===== config.mk =====
export PLATFORM = sky130hd
export DESIGN_NAME = fetch_unit
export DESIGN_NICKNAME = d
export VERILOG_FILES = /design/src/rtl/fetch_unit.sv
export SDC_FILE = /design/constraint.sdc
export NUM_CORES = 1
export LEC_CHECK = 0
export CAP_MARGIN = 0
export CORE_UTILIZATION = 30
export CTS_CLUSTER_SIZE = 20
export DETAILED_ROUTE_END_ITERATION = 7
export PLACE_DENSITY = 0.53
export REMOVE_ABC_BUFFERS = 1
export SETUP_SLACK_MARGIN = 0.15
export SLEW_MARGIN = 20
export SYNTH_ARGS = -nofsm -noshare
export SYNTH_HDL_FRONTEND = slang
export SYNTH_SLANG_ARGS = --single-unit

===== constraint.sdc =====
create_clock -name Clk -period 3.1 [get_ports Clk]
set_clock_uncertainty 0.15 [all_clocks]
set_input_delay 0.62 -clock Clk [delete_from_list [all_inputs] [get_ports Clk]]
set_output_delay 0.62 -clock Clk [all_outputs]
set_load 0.02 [all_outputs]

===== src/rtl/fetch_unit.sv =====
// fetch_unit: program counter, start/run/halt sequencing and loadable jump-target table.
// Ports: Clk/Reset (sync, active-low); Start/StartAddr launch a run from IDLE or DONE;
// Stall holds the PC; Halt ends the run; jump_en, branch_en+ZERO select table[TargetIdx];
// LutWe/LutWAddr/LutWData load the target table; ProgCtr addresses the ROM;
// Running/Done report state; CycleCount is a saturating count of RUN cycles.
module fetch_unit #(
  parameter int PC_W   = 10,
  parameter int LUT_AW = 5,
  parameter int CNT_W  = 16
) (
  input  logic              Clk,
  input  logic              Reset,
  input  logic              Start,
  input  logic [PC_W-1:0]   StartAddr,
  input  logic              Stall,
  input  logic              Halt,
  input  logic              jump_en,
  input  logic              branch_en,
  input  logic              ZERO,
  input  logic [LUT_AW-1:0] TargetIdx,
  input  logic              LutWe,
  input  logic [LUT_AW-1:0] LutWAddr,
  input  logic [PC_W-1:0]   LutWData,
  output logic [PC_W-1:0]   ProgCtr,
  output logic              Running,
  output logic              Done,
  output logic [CNT_W-1:0]  CycleCount
);
  typedef enum logic [1:0] {IDLE, RUN, DONE} state_t;
  state_t             r_state, w_state;
  logic [PC_W-1:0]    r_pc, w_pc;
  logic [CNT_W-1:0]   r_cnt, w_cnt;
  logic [PC_W-1:0]    r_lut [2**LUT_AW];
  logic               w_taken;
  assign w_taken    = jump_en | (branch_en & ZERO);
  assign ProgCtr    = r_pc;
  assign Running    = r_state == RUN;
  assign Done       = r_state == DONE;
  assign CycleCount = r_cnt;
  always_comb begin
    w_state = r_state;
    w_pc    = r_pc;
    w_cnt   = r_cnt;
    case (r_state)
      RUN: begin
        w_cnt = &r_cnt ? r_cnt : r_cnt + 1'b1;
        if (!Stall) begin
          if (Halt) w_state = DONE;
          else w_pc = w_taken ? r_lut[TargetIdx] : r_pc + 1'b1;
        end
      end
      default: if (Start) begin
        w_state = RUN;
        w_pc    = StartAddr;
        w_cnt   = '0;
      end
    endcase
  end
  always_ff @(posedge Clk) begin
    if (!Reset) begin
      r_state <= IDLE;
      r_pc    <= '0;
      r_cnt   <= '0;
      for (int i = 0; i < 2**LUT_AW; i++) r_lut[i] <= '0;
    end else begin
      r_state <= w_state;
      r_pc    <= w_pc;
      r_cnt   <= w_cnt;
      if (LutWe) r_lut[LutWAddr] <= LutWData;
    end
  end
endmodule


After elaboration in Yosys (flattened, before gate mapping)
Memory sizes are Yosys's and may differ from the RTL's. Index checks and enable logic that the tools add are counted.

Register bits: 28. Bits in latches: 0. RAM bits: 320. Memory bits (read-only): 0. Input port bits: 39. Output and inout bits: 28. Word-level logic and storage cells: 39. Memories kept: 1.

Add/sub/neg operators: 2. Multipliers: 0. Div/mod/pow operators: 0. $lt $le $gt $ge: 0. Equal/unequal tests: 6. Shift operators: 0. Muxes and demuxes: 19. Bitwise logic cells: 2. Reduce and logical (&&, ||, !) cells: 6.

Memories: r_lut (words 32, width 10, rd ports 1, clocked after Yosys merged registers in 0, wr ports 32, RTL line 33) `logic [PC_W-1:0] r_lut [2**LUT_AW];`.

Operators by type and width (number): 10-bit 2-to-1 mux (6); 16-bit 2-to-1 mux (3); 16-bit by 1-bit adder with 16-bit output (second input constant) (1); 16-bit AND reduction (1); 10-bit by 1-bit adder with 10-bit output (second input constant) (1); 10-bit OR reduction (1); 2-bit 2-to-1 mux (4); 2-bit inequality test (second input constant) (4); 3-bit AND reduction (2); 1-bit 2-to-1 mux (5); 5-bit 2-to-1 mux (1); 2-bit by 1-bit equality test with 1-bit output (second input constant) (1); 2-bit equality test (second input constant) (1); 2-bit AND reduction (1); 2-bit nonzero test (1); 1-bit bitwise AND (1); 1-bit OR (1).

Depth between registers and ports, before layout
Depth after elaboration: 6. Depth in mapped cells: 9. Mapped depth without buffers: 6.

Least setup slack after synthesis
No wires, ideal clock.

Path type: input port to flip-flop. From: input port Reset. To: memory r_lut[15][0], enable pin. Library setup time: 0.391 ns. Arrival time: 2.123 ns. Data required time: 2.559 ns. Path slack: 0.437 ns. Cell stages on the path: 4. Buffers on the path: 2. Cell sequence: clkbuf_1 -> nand4_1 -> clkbuf_1 -> o21ai_0.

RTL lines: start, declared (RTL line 12) `input logic Reset,`; end, declared (RTL line 33).

Final worst setup path
From: memory r_lut[23][8]. To: register r_pc[8], in the netlist ProgCtr[8].

Word-level cells in the longest chain between the ends: 5.

Ends and longest elaborated chain: memory read 32 x 10 bit; 10-bit 2-to-1 mux (RTL line 49) `else w_pc = w_taken ? r_lut[TargetIdx] : r_pc + 1'b1;`; 10-bit 2-to-1 mux (RTL line 48) `if (Halt) w_state = DONE;`; 10-bit 2-to-1 mux (RTL line 47) `if (!Stall) begin`; 10-bit 2-to-1 mux (RTL line 44) `case (r_state)`; end signal, assigned (RTL line 67) `r_pc <= w_pc;`; end, declared (RTL line 31) `logic [PC_W-1:0] r_pc, w_pc;`.

Every way passes these cells. The select of a mux whose other input is x is not followed. A chain may end at the register's enable or synchronous reset.

==> impl_results.md <==
- Outcome: finished clean
- Port buffer count: 66
- Clk pwr share: 41.9%
- Crit Path Max Fanout: 1
- EDFF count, synth: 320
- Uppermost layer routed: met5
- Total Wirelength: between 40 and 50 mm
- Sw frac: between 20% and 30%
- Fin util: 36.9%
- Die X: 236 um
- Vias/cell: 5.06
- Top_reg_cell synth: edfxtp_1
- Worst-case clock buffer depth: 3
- Largest net degree at the start of global routing: 46
- Share of total power in sequential cells: 48.9%
- Multiplexer area fraction after synthesis: 12.2%
- Grt ovf: 0
- Layout cell share with drive strength beyond 1: 21.0%
- Yosys warns: 0
- WL met2: 21.6 mm
- Avg Inst Size Synth: 14.0 sq um
- Register area share after synthesis: 62.2%
- Top cells by area, synth: edfxtp_1 (59%), and2_1 (12%), mux4_2 (12%), dfxtp_1 (3.4%), o21ai_0 (1.8%)
- CTS tree: built
- Post-Synth Adder-Cell Area: 0.153%
- Die ar.: 0.0555 sq mm
- Share of the synthesized area in the top cell type: 58.7%
- GPL Wtd Cong: 0.880
- Largest family of logic cells by synthesized area: simple AND/OR/NAND/NOR gates
- DP Worst Slack: 0.0112 ns
- Maxcap violations: 0
- Fin cells: 2052
- GRT Total Usage: 17.2%
- Core Rows: 85
- Setup violations, final: 0
- Starting Density: 30.4%
- Achievable Freq: ~390 MHz
- Root Driver: clkbuf_16
- Max-slew headroom: 28.4%
- DR pass1 iterations: 5
- Xor and xnor area share after synthesis: 0.428%
- P&R area growth vs syn: 21.4%
- Filler cell count: 5153
- Final Instance Area: 0.0199 sq mm
- Routed WL per cell: 23.2 um
- Req. time, crit path: 3.40 ns
- Final HPWL DP: 31.3 mm
- CP startpoint kind: flop
- Kind of critical path: reg -> reg
- H-tree depth: 2
- Yosys top cell by area: edfxtp_1
- Switching power: around 2.7 mW
- Final ANT Viol Nets: 0
- Die Height: 236 um
- Mapped Cells: 1167
- First-pass GRT wire length: 70.1 mm
- Leakage: a little under 7 nW
- Compound-cell area share of the yosys netlist: 4.90%
- Min Hold Slack: 0.371 ns
- HP Class: reg -> reg
- Worst Slack Setup Final: 0.538 ns
- CTS buffer count: 40
- Vias in the first global route: approximately 10000
- Wl on met1: 22.0 mm
- Clock Sinks: around 350
- ANT cells: 0
- Post-Syn Area: about 0.016 sq mm
- Iter 0 DRT Violations: 1026
- Arr. time, crit path: 2.86 ns
- Simple-gate share of the synthesized area: 17.9%
- Met3 WL: 2.84 mm
- Max-slew violations: 0
- Vias: roughly 10000
- Total power: 11.2 mW
- PD cells: 563 mW/mm^2
- Critical Path End Type: flop
- RSZ-0062 raised after global routing: no
- Slew @ Worst Pin: about 1.1 ns
- Dpl cells: 1980
- Final hold violations: 0
- Drt drc: 0
- Async SR Flop Fraction: 0%
- Area after detailed placement: 0.0186 sq mm
- Synth Register Bits: 348
- Setup bufs post-CTS: 0
- Min Tclk post-route: 2.56 ns
- Sum Neg Setup Slack: 0 ns
- Initial antenna violation count: 3
- IO Pins: 67
- Core area: 0.0538 sq mm
- Max VDD drop: about 340 uV
- Pint: 8.49 mW
- Tcrit/Tclk final: 82.7%
- Logic gate share of total power: under 10%
- Clk_lat worst skew: between 0.5 and 0.6 ns
- Distinct cells, synth: 58
- CTS clk-pin slew, worst paths: 0.06 ns
- Nets: around 1400
==> placed cells by master, fill, tap and decap left out, types with 5 or more instances in the layout <==
cell,n
xnor2_1,6
mux4_2,84
o21ai_0,59
clkinv_1,10
clkbuf_16,41
buf_12,8
buf_4,121
dfxtp_1,28
clkinv_2,9
o22ai_1,5
or3_1,13
nand3b_1,7
nor2_1,54
nand3_1,24
nor3_1,8
a21oi_1,29
and2_1,322
mux2i_1,7
nor2b_1,5
inv_1,6
nand2_1,28
nand4_1,9
a31oi_1,5
clkdlybuf4s50_1,61
edfxtp_1,320
==> repair_timing <==
item / 4_1_cts / 5_1_grt
hold buffers: 0 / 0
endpoints found under the setup margin: 0 / 1
gates resized for setup: 0 / 2
==> registers in the layout, indices dropped and copies added, names as in the netlist <==
signal	flops
CycleCount	16
r_lut	320
ProgCtr	10
r_state	2
==> logic make-up after synthesis <==
family | after synthesis
buf+inv | 83
compound gates | 134
flops | 348
mux | 94
fa+ha+maj | 2
xor+xnor | 8
simple gates | 498
==> layout make-up <==
cell class	count	area, sq um	share of cell area, %
Multi-Input combinational cell	736	5810	29.3
Tap cell	696	871	4.38
Clock buffer	45	1040	5.24
Timing Repair Buffer	193	1700	8.57
Inverter	7	30.0	0.151
Sequential cell	348	10200	51.2
Clock inverter	27	238	1.20
==> worst paths after layout <==
kind                                     from                           to  slack (ns)  cells past startpoint
hold reg to reg   CycleCount[13]$_SDFFE_PN0P_  CycleCount[13]$_SDFFE_PN0P_        0.37                      2
setup reg to reg   r_lut[23][8]$_SDFFCE_PN0P_      ProgCtr[8]$_SDFFE_PN0P_        0.54                      4
hold / removal    CycleCount[13]$_SDFFE_PN0P_  CycleCount[13]$_SDFFE_PN0P_        0.37                      2
setup / recovery   r_lut[23][8]$_SDFFCE_PN0P_      ProgCtr[8]$_SDFFE_PN0P_        0.54                      4
==> power groups by stage <==
stage	registers, mW	clock network (mW)	logic, mW
finish	5.47	4.68	1.03
global route	5.49	4.94	1.09
CTS	5.47	4.77	1.03
detailed placement	5.56	0	1.03
global placement	5.56	0	1.03
floorplan	5.53	0	0.424
==> critical path, stage by stage (launching register included) <==
cell and delay (ns):
edfxtp_1 0.40, mux4_2 0.47, o311ai_0 0.88, o21ai_0 0.28, a32o_1 0.28
==> synthesized netlist by cell type (all sizes together), types with 8 or more instances <==
master / number
and2: 322
clkbuf: 55
a21oi: 29
o21ai: 61
nor2: 54
nand2: 28
nor3: 8
or3: 13
nand4: 9
nand3: 24
mux4: 84
buf: 21
edfxtp: 320
dfxtp: 28
==> metal layers <==
metal	GRT usage, %	vias to the layer above
met5	0	-
met4	5.17	4
met3	3.86	75
met2	26.8	303
met1	23.9	5305
li1	-	4689
(Power assumes the default switching activity.)
